`src/rtl/br_credit_sender_buffered.sv`:
```
// Credit/valid link transmitter: a ready/valid skid FIFO feeding a registered
// pop interface that only sends while a spendable credit is held.
module br_credit_sender_buffered #(
    parameter int Width     = 8,
    parameter int Depth     = 4,
    parameter int MaxCredit = 8,
    localparam int CW = $clog2(MaxCredit + 1),
    localparam int IW = $clog2(Depth + 1)
) (
    input  logic             clk,
    input  logic             rst_n,
    output logic             push_ready,
    input  logic             push_valid,
    input  logic [Width-1:0] push_data,
    output logic             pop_sender_in_reset,
    input  logic             pop_receiver_in_reset,
    input  logic             pop_credit,
    output logic             pop_valid,
    output logic [Width-1:0] pop_data,
    input  logic [CW-1:0]    credit_initial,
    input  logic [CW-1:0]    credit_withhold,
    output logic [CW-1:0]    credit_count,
    output logic [CW-1:0]    credit_available,
    output logic [IW-1:0]    buffer_items
);

    localparam int PW = (Depth > 1) ? $clog2(Depth) : 1;

    typedef enum logic [1:0] {
        IN_RESET = 2'd0,
        ACTIVE   = 2'd1,
        RX_RESET = 2'd2
    } state_t;

    state_t           state, state_next;
    logic [Width-1:0] mem [Depth];
    logic [PW-1:0]    wr_ptr, rd_ptr;
    logic [IW-1:0]    items;
    logic [CW-1:0]    count, count_next;
    logic             push_fire, have_data, send, credit_overflow;
    logic [Width-1:0] send_data;

    assign push_ready = (state != IN_RESET) && (items != IW'(Depth));
    assign push_fire  = push_valid && push_ready;
    assign have_data  = (items != '0) || push_fire;
    assign send       = (state == ACTIVE) && !pop_receiver_in_reset && have_data &&
                        (count > credit_withhold);
    // An empty buffer forwards the incoming flit straight to the output flop.
    assign send_data  = (items == '0) ? push_data : mem[rd_ptr];

    assign credit_count     = count;
    assign credit_available = (count > credit_withhold) ? (count - credit_withhold) : '0;
    assign buffer_items     = items;

    always_comb begin
        state_next      = state;
        count_next      = count;
        credit_overflow = 1'b0;
        case (state)
            IN_RESET, RX_RESET: begin
                if (pop_receiver_in_reset) begin
                    count_next = '0;
                end else begin
                    state_next = ACTIVE;
                    count_next = credit_initial;
                end
            end
            ACTIVE: begin
                if (pop_receiver_in_reset) begin
                    state_next = RX_RESET;
                    count_next = '0;
                end else if (pop_credit && !send && (count == CW'(MaxCredit))) begin
                    credit_overflow = 1'b1;
                end else begin
                    count_next = count + CW'(pop_credit) - CW'(send);
                end
            end
            default: begin
                state_next = IN_RESET;
                count_next = '0;
            end
        endcase
    end

    always_ff @(posedge clk or negedge rst_n) begin
        if (!rst_n) begin
            state               <= IN_RESET;
            pop_sender_in_reset <= 1'b1;
            pop_valid           <= 1'b0;
            pop_data            <= '0;
            count               <= '0;
            items               <= '0;
            wr_ptr              <= '0;
            rd_ptr              <= '0;
        end else begin
            state               <= state_next;
            pop_sender_in_reset <= (state_next == IN_RESET);
            pop_valid           <= send;
            pop_data            <= send ? send_data : '0;
            count               <= count_next;
            items               <= items + IW'(push_fire) - IW'(send);
            if (push_fire) begin
                wr_ptr <= (wr_ptr == PW'(Depth - 1)) ? '0 : wr_ptr + 1'b1;
            end
            if (send) begin
                rd_ptr <= (rd_ptr == PW'(Depth - 1)) ? '0 : rd_ptr + 1'b1;
            end
        end
    end

    // Storage carries no reset; occupancy and pointers define what is valid.
    always_ff @(posedge clk) begin
        if (push_fire) begin
            mem[wr_ptr] <= push_data;
        end
    end

    // Flags a credit returned while already saturated; the count does not wrap.
    br_credit_overflow: cover property (@(posedge clk) disable iff (!rst_n) credit_overflow);

endmodule
```
`config.mk`:
```
export PLATFORM = sky130hd
export DESIGN_NAME = br_credit_sender_buffered
export DESIGN_NICKNAME = d
export VERILOG_FILES = /design/src/rtl/br_credit_sender_buffered.sv
export SDC_FILE = /design/constraint.sdc
export NUM_CORES = 1
export LEC_CHECK = 0
export CORE_AREA = 2 2 85 66
export CTS_CLUSTER_DIAMETER = 100
export DETAILED_ROUTE_END_ITERATION = 16
export DIE_AREA = 0 0 87 68
export PLACE_DENSITY_LB_ADDON = 0.2
export SKIP_LAST_GASP = 1
export SYNTH_ARGS = -nofsm -noshare
export SYNTH_HDL_FRONTEND = slang
export SYNTH_SLANG_ARGS = --single-unit
```
`constraint.sdc`:
```
create_clock -name clk -period 3.9 [get_ports clk]
set_input_delay 0.78 -clock clk [delete_from_list [all_inputs] [get_ports clk]]
set_output_delay 0.78 -clock clk [all_outputs]
set_load 0.02 [all_outputs]
```
Word-level counts from Yosys, hierarchy flattened:

Memories as Yosys holds them, arrays and structs flattened.
Cells that the tools add are included.

* memory bits (writable): 32
* output and inout port bits: 22
* register bits: 23
* memories: 1
* word-level logic and storage cells: 54
* input port bits: 21

Memories
* mem: words 4, width 8, rd ports 1, clocked after Yosys merged registers in 0, wr ports 1, RTL line 36 `logic [Width-1:0] mem [Depth];`

* equality and inequality tests: 7
* $lt $le $gt $ge: 1
* reduce and logical (&&, ||, !) cells: 16
* multiplexer cells: 14
* add/subtract/negate cells: 7

Operator list (number)
* $mux 4: 4
* $mux 8: 2
* $mux 2: 4
* $pmux 4 s2: 1
* $logic_and 1x1->1: 7
* $eq 2x2->1 const B: 3
* $ne 3x3->1 const B: 2
* $add 2x1->2 const B: 2
* $add 4x1->4: 1
* $eq 4x4->1 const B: 1
* $gt 4x4->1: 1
* $logic_not 2->1: 2
* $pmux 2 s2: 1
* $sub 4x1->4: 1
* $sub 4x4->4: 1
* $add 3x1->3: 1
* $logic_not 3->1: 1
* $reduce_bool 3->1: 1
* $sub 3x1->3: 1
* $eq 2x1->1 const B: 1
* $logic_not 1->1: 2
* $mux 1: 2
* $reduce_bool 2->1: 1
* $reduce_or 2->1: 1
* $logic_or 1x1->1: 1

Logic depth before layout (Yosys ltp):

* depth after elaboration: 12
* depth in mapped cells: 17
* depth with buffers taken out: 16

Least setup slack after synthesis:

OpenSTA, ideal clock, no wires.

* kind: input to register
* from: in credit_withhold[0]
* to: reg count[2], in the netlist credit_count[2]
* buffers on the path: 1
* data required time: 3.772 ns
* library setup time: 0.128 ns
* slack: 0.276 ns
* cell stages on the path: 16
* data arrival time: 3.497 ns
* cells stage by stage: ha_1 fa_1 nand2b_1 a211oi_2 nand3_1 buf_6 inv_1 ha_1 inv_1 ha_1 inv_1 fa_1 xnor2_1 nand3b_1 a21oi_1 mux2_1

* cells in the longest elaborated chain, start to end: 6
* elaborated cells on any way between the ends: 10
* those cells by class: 1 x add/sub; 1 x order compare; 1 x eq/ne; 3 x mux; 4 x reduce/logical

Ends and longest elaborated chain
* start: declaration: RTL line 21 `input logic [CW-1:0] credit_withhold,`
* $gt 4x4->1 *: RTL line 47 `(count > credit_withhold);`
* $logic_and 1x1->1 *: RTL line 46 `assign send = (state == ACTIVE) && !pop_receiver_in_reset && have_data &&`
* via send: RTL line 40 `logic push_fire, have_data, send, credit_overflow;`
* $sub 4x1->4 / $logic_not 1->1 (equally long branches): RTL line 75, 72
* $mux 4 / $logic_and 1x1->1 (equally long branches): RTL line 72 `end else if (pop_credit && !send && (count == CW'(MaxCredit))) begin`
* $mux 4 / $logic_and 1x1->1 (equally long branches): RTL line 69, 72
* $pmux 4 s2 / $ne 3x3->1 (equally long branches)
* end signal: assignment: RTL line 100 `count <= count_next;`
* end: declaration: RTL line 39 `logic [CW-1:0] count, count_next;`

Mark *: on every way through the listed nets, which the timed path passes. The rest lies on a longest branch. The select of a mux whose other input is x is not followed.
A chain may end at the register's enable or synchronous reset.

Worst setup path in the final report:

* from: in credit_withhold[0]
* to: out credit_available[2]

* cells in the longest elaborated chain, start to end: 2
* elaborated cells on any way between the ends: 3
* those cells by class: 1 x add/sub; 1 x order compare; 1 x mux

Ends and longest elaborated chain
* $sub 4x4->4 / $gt 4x4->1 (equally long branches): RTL line 52 `assign credit_available = (count > credit_withhold) ? (count - credit_withhold) : '0;`
* $mux 4 *: RTL line 52
* end: declaration: RTL line 23 `output logic [CW-1:0] credit_available,`

Mark *: on every way between the ends. The rest lies on a longest branch, timed or not.

==> out/qor.txt <==
==================================================================================
Count of H-tree levels built during CTS                                          2
Number of enable flip-flop cells after synthesis                                32
Fin. max-slew vios                                                               0
Hold/Removal Path Class                                               flip-flop to flip-flop
Worst Reg-to-Reg Cells                                                          16
Gr ovfl total                                                                    0
Worst reg2reg endpoint                                                credit_count[2]$_DFFE_PN0P_
Post-Synthesis Cells                                                           195
CTS tree                                                                      done
Full die area                                                          0.00592 mm2
Number of setup violations in the final report                                   0
Register clock-pin slew on the reported worst setup and hold paths           90 ps
Die Span Y                                                                   68 um
Areal power density over the cells                                      529 mW/mm2
Main area contributors after synthesis                                edfxtp_1 (37%), dfrtp_1 (21%), ha_1 (7.6%)
Count of filler cells inserted in the layout                                   386
Share of final-layout standard cells stronger than drive strength 1          12.7%
Largest net degree at the start of global routing                               24
Synthesized netlist net count                                                  235
Setup slack, reg-to-reg                                                     580 ps
Synth Warn #                                                                     0
Tot GR Track Use                                                             17.8%
Initial DRC Count                                                               70
Time the worst path needs with I/O delays and setup                        3790 ps
Share of synthesized flip-flops with an asynchronous set or reset            41.8%
Detail Route Antenna Nets                                                        0
Via count of the first global-routing pass                                    1590
Total number of nets in the final design                                       284
Detailed-route via count                                                      1621
Top-area cell type share of the netlist area                                 36.6%
Gp weighted congestion                                                       0.783
Distinct cells, synth                                                           42
Critical Path AT                                                           3010 ps
Average routed wire per standard cell                                      15.8 um
Worst vdd rail ir drop                                                  0.000349 V
Sink of the worst hold path                                           credit_count[2]$_DFFE_PN0P_
Beginning of the worst register-to-register path                      credit_count[0]$_DFFE_PN0P_
Achievable frequency                                                       264 MHz
Slew at the pin with the worst max-slew slack                               595 ps
Worst setup EP type                                                   primary output
Clk_skew                                                                   5.85 ps
Port Buffers                                                                    42
Leak Pwr                                                                   1.30 nW
Maximum fanout along the worst path                                              3
Sort of element at the start of the critical path                        input pin
Setup repair after global routing missed its margin                          false
Req. time, crit path                                                       3120 ps
Cell type with the highest aggregate area in the netlist                  edfxtp_1
Maximum count of clock buffers along a single path                               2
Count of maximum capacitance violations                                          0
Sinks on Clock Net                                                              55
Final count of hold timing violations                                            0
First-pass GRT wire length                                                 7840 um
Antenna violations before repair                                                 0
DRC violations left                                                              0
Max_slew headroom                                                            60.3%
Syn Area/Cell                                                             13.5 um2
Number of detailed-routing iterations run before antenna repair                  4
Startpoint of the most critical hold path                             credit_count[2]$_DFFE_PN0P_
Hold path cells                                                                  1
Layout-stage area growth over the synthesis result                           22.7%
Total wire length                                                          4850 um
Diode count                                                                      0
CTS buffer count                                                                 5
Standard-cell rows                                                              23
Seq/Total Area, Yosys                                                        58.5%
Clock Root Buffer                                                         clkbuf_8
#FFs+latches synth                                                              55
Detailed-route vias per instance                                              5.28
Post CTS Setup Buffer Count                                                      0
Chip Width                                                                   87 um
Aggregate negative setup slack                                                0 ps
Core Area                                                              0.00515 mm2
Type of the setup path with the least slack                           input pin to primary output
Period utilization                                                           97.1%
Sum of net half-perimeters after detailed placement                        3480 um
Clock latency on the worst-skew pair                                        300 ps
Predominant post-synthesis flop cell                                      edfxtp_1
Overall Power                                                              1.70 mW
Combined area of all synthesized cells                                 0.00263 mm2
Most frequent cells in the layout                                     clkdlybuf4s50_1 (41), edfxtp_1 (32), dfrtp_1 (22), nand2_1 (19), inv_1 (17)
Number of top-level design ports                                                43
CTS Hold Buffers Added                                                           0
Initial cell density of the core                                             51.0%
Result of the run                                                     finished, final reports clean
Most common cell after layout, fill and taps aside                    clkdlybuf4s50_1
==================================================================================
## through the flow
step	worst slack [ps]	utilization (%)	cells	cell area, um2	hold slack [ps]
floorplan	276	-	195	2630	484
detailed placement	-164	60.7	299	3130	579
global route	4.38	62.6	307	3230	617
finish	115	62.6	307	3230	595
global placement	-49.4	60.7	299	3130	579
CTS	63.9	62.5	307	3220	599
## worst max-delay path, stage by stage
cell             delay (ps)
clkdlybuf4s50_1         410
ha_1                    230
fa_1                    390
nand2b_4                160
a211o_2                 320
nor2_1                  110
clkdlybuf4s50_1         600
## power breakdown
part | total, mW | internal, mW | switching [mW]
sequential | 0.826 | 0.711 | 0.116
clock | 0.315 | 0.143 | 0.172
combinational | 0.564 | 0.294 | 0.270
## registers in the layout (all words and copies together) (netlist names)
register and count:
buffer_items 3, mem 32, pop_sender_in_reset 1, credit_count 4, pop_valid 1, rd_ptr 2
state 2, wr_ptr 2, pop_data 8
## Yosys cell counts, types with 2 or more instances
| library cell | count |
|---|---|
| mux2_1 | 2 |
| and2_1 | 5 |
| a211oi_1 | 3 |
| dfrtp_1 | 22 |
| xor2_1 | 2 |
| ha_1 | 16 |
| o21ai_0 | 4 |
| clkbuf_1 | 2 |
| buf_6 | 2 |
| a21boi_0 | 2 |
| nor2_1 | 11 |
| nand2b_1 | 2 |
| mux4_2 | 8 |
| a21oi_1 | 15 |
| fa_1 | 3 |
| nor2b_1 | 2 |
| xnor2_1 | 3 |
| edfxtp_1 | 32 |
| nand3_1 | 2 |
| nand2_1 | 19 |
| inv_1 | 17 |
## area by class of cell
type	count	area, um2	area share (%)
clock buffers	7	86.3	2.68
clock inverters	1	3.75	0.116
inverters	17	63.8	1.98
multi-input cells	117	992	30.8
flip-flops and latches	55	1540	47.7
well taps	62	77.6	2.40
repair buffers	48	464	14.4
## how the worst max path moves through the flow
stage | start | end | slack [ps] | depth (start not counted)
floorplan | credit_withhold[0] | credit_count[2]$_DFFE_PN0P_ | 280 | 16
global placement | credit_withhold[0] | credit_count[2]$_DFFE_PN0P_ | -50 | 16
detailed placement | credit_withhold[0] | credit_count[2]$_DFFE_PN0P_ | -160 | 16
CTS | credit_withhold[0] | credit_available[2] | 60 | 7
global route | credit_withhold[0] | credit_count[2]$_DFFE_PN0P_ | 4 | 16
finish | credit_withhold[0] | credit_available[2] | 110 | 7
## cell families after synthesis
| family | synth area share, % |
|---|---|
| xor gates and xnor gates | 1.67 |
| AOI/OAI and AO/OA | 6.71 |
| adders and majority gates | 9.90 |
| buffers and inverters | 4.05 |
| and+or+nand+nor | 10.5 |
| muxes | 8.71 |
| DFF | 58.5 |
## routing by layer
metal | up-vias | routed length (um) | track usage, %
li1 | 793 | - | -
met1 | 800 | 2470 | 26.7
met2 | 26 | 2150 | 25.8
met3 | 2 | 204 | 3.86
met4 | 0 | 25 | 6.25
met5 | - | 0 | 0
## what timing repair did
item / CTS / global route
pin swaps: 0 / 2
resized for setup: 1 / 1
gates cloned: 0 / 0
setup endpoints to repair: 1 / 1
(Power assumes the default switching activity.)
==> RTL edit: new RTL, same settings <==
The parameter `Width` goes from 8 to 6.
--- a/src/rtl/br_credit_sender_buffered.sv
+++ b/src/rtl/br_credit_sender_buffered.sv
@@ -2,5 +2,5 @@
 // pop interface that only sends while a spendable credit is held.
 module br_credit_sender_buffered #(
-    parameter int Width     = 8,
+    parameter int Width     = 6,
     parameter int Depth     = 4,
     parameter int MaxCredit = 8,
Interface: changed (resized pop_data and push_data); port bits go from 43 to 39. No check against the original RTL was run, so the function may have changed too.
==> RTL edit against the unedited design <==
  * Via count down 12%
  * Combinational power down 9.2%
  * Area after synthesis down 14%
  * Sequential share of layout area down 4.5 points
  * Clock skew up 3.9 ps
  * Critical path depth up 7
  * Count of clock-buffer cells in the layout down 2
  * Power down 9.1%
  * Worst setup slack better by 78 ps
  * Final area down 10%
  * Clock power up 14%
  * Largest power group unchanged
  * Non-clock buffer count down 3
  * Sequential cell count down 10
  * Wire length down 8.0%
==> RTL edit: results (changes against the unedited design) <==
metric,value,unit,change
Critical Path Start,credit_withhold[0],,
pre-CTS setup slack,-238,ps,-73.8 ps
P_int,1.04,mW,-9.2%
antenna cells,0,,unchanged
ratio of cells with drive above 1 in the final layout,16.2,%,+3.6 points
Worst Min Path Start,credit_count[2]$_DFFE_PN0P_,,
VDD IR-drop max,0.338,mV,-3.2%
xor and xnor area share after synthesis,1.54,%,-0.12 points
total CTS buffers,5,,unchanged
Top reg by flops,mem,,
post-DP HPWL,3370,um,-3.3%
Synth Warn #,0,,unchanged
vias in the first global route,1499,,-5.7%
Cell variety after synth,40,,-4.8%
final WL,4460,um,-8.0%
first-pass GRT wire length,7360,um,-6.1%
mux contribution to synthesized area,11.3,%,+2.6 points
number of synthesized flops with an enable pin,24,,-25%
placed cells,269,,-10%
status,completed,,
crit path DAT,3900,ps,+890 ps
clk buf depth,2,,unchanged
Least-Margin Pin Slew,1050,ps,+457 ps
antenna violations before repair,0,,unchanged
Final Instance Count excl. Fillers,278,,-9.4%
Synth Area per Inst,13.7,um^2,+1.6%
Leak,1.19,nW,-8.2%
syn_nets,204,,-13%
commonest cells in the synthesized netlist,"edfxtp_1 (24), dfrtp_1 (20), nor2_1 (18), inv_1 (17), ha_1 (16)",,
clock tree root driver cell,clkbuf_8,,
Detailed Route Iter0 Violations,76,,+8.6%
ys async rst share,46.7,%,+4.8 points
via count,1420,,-12%
routability congestion estimate,0.789,,+0.83%
DRT Pass-1 Iters,4,,unchanged
Compound-Gate Fraction of Synth Area,5.94,%,-0.77 points
All-Layer GR Usage,17.0,%,-0.78 points
Crit Reg-Reg Startpoint,credit_count[0]$_DFFE_PN0P_,,
Buffers on Ports,38,,-9.5%
"Seq/Total Area, Yosys",54.9,%,-3.6 points
clock skew,9.77,ps,+3.92 ps
largest net degree at the start of global routing,22,,-8.3%
Synth Area in Adders,11.4,%,+1.5 points
Largest register FFs,24,,-25%
H-tree level count,2,,unchanged
# nets final,253,,-11%
top post-synthesis cells by area,"edfxtp_1 (32%), dfrtp_1 (22%), ha_1 (8.8%)",,
CP max FO,2,,-1
[RTL edit: cell count changes in the layout (fill, tap and decap cells not counted), moves of 2 or more]
cell	unedited run	this run
a211oi_1	3	1
a21oi_1	15	5
clkdlybuf4s50_1	41	35
dfrtp_1	22	20
dlygate4sd2_1	1	3
edfxtp_1	32	24
mux2_1	2	0
mux2i_1	0	7
mux4_2	8	6
nand2_1	19	2
nand3_1	2	0
nor2_1	11	18
nor2b_1	2	6
nor3_1	1	3
[RTL edit: path summary, 6_finish.rpt]
path | to | slack (ps) | cells after the start
setup / recovery | credit_count[3]$_DFFE_PN0P_ | 190 | 14
hold / removal | credit_count[2]$_DFFE_PN0P_ | 600 | 1
setup reg to reg | credit_count[3]$_DFFE_PN0P_ | 620 | 14
hold reg to reg | credit_count[2]$_DFFE_PN0P_ | 600 | 1
max in group asynchronous | buffer_items[1]$_DFF_PN0_ | 2220 | 1
min in group asynchronous | credit_count[2]$_DFFE_PN0P_ | 1050 | 1
[RTL edit: power by group through the flow]
| stage | clock network, mW | logic, mW | registers [mW] |
|---|---|---|---|
| finish | 0.360 | 0.512 | 0.677 |
| global route | 0.384 | 0.565 | 0.697 |
| CTS | 0.368 | 0.514 | 0.681 |
| detailed placement | 0 | 0.515 | 0.691 |
| global placement | 0 | 0.488 | 0.682 |
| floorplan | 0 | 0.348 | 0.672 |
[RTL edit: per-layer routing]
layer | GRT usage (%) | vias up | share of wire (%)
met2 | 28.7 | 32 | 48
met1 | 21.7 | 702 | 47
met4 | 6.05 | 0 | 0.99
met5 | 0 | - | 0
met3 | 4.10 | 4 | 4.2
li1 | - | 682 | -
[RTL edit: layout make-up]
type / instances / area (um^2)
sequential: 45 / 1250
inverter: 17 / 63.8
clock buffer: 5 / 68.8
clock inverter: 3 / 46.3
multi-input combinational: 101 / 956
tap: 62 / 77.6
fill: 424 / 2260
timing repair buffer: 45 / 429
[RTL edit: per-stage QoR]
| step | setup TNS [ps] | util (%) | instance area, um^2 |
|---|---|---|---|
| 2_1_floorplan | 0 | - | 2270 |
| 3_3_place_gp | -441 | 53.6 | 2760 |
| 3_5_place_dp | -602 | 53.6 | 2760 |
| 4_1_cts | 0 | 55.7 | 2870 |
| 5_1_grt | 0 | 56.1 | 2890 |
| 6_report | 0 | 56.1 | 2890 |
[RTL edit: critical path, stage by stage]
cell and delay (ps):
clkdlybuf4s50_1 410, ha_1 230, fa_2 340, nand2b_4 160, a211oi_4 300, nand3_4 100
inv_1 100, ha_1 160, inv_1 50, ha_1 250, and3_1 180, or3_1 340
a32o_1 250, mux2_4 260
[RTL edit: what timing repair did]
action	CTS	global route
setup endpoints to repair	3	3
gates resized for setup	3	2
pin swaps	0	2
hold buffers	0	0
buffers inserted	0	1
gates cloned	0	0
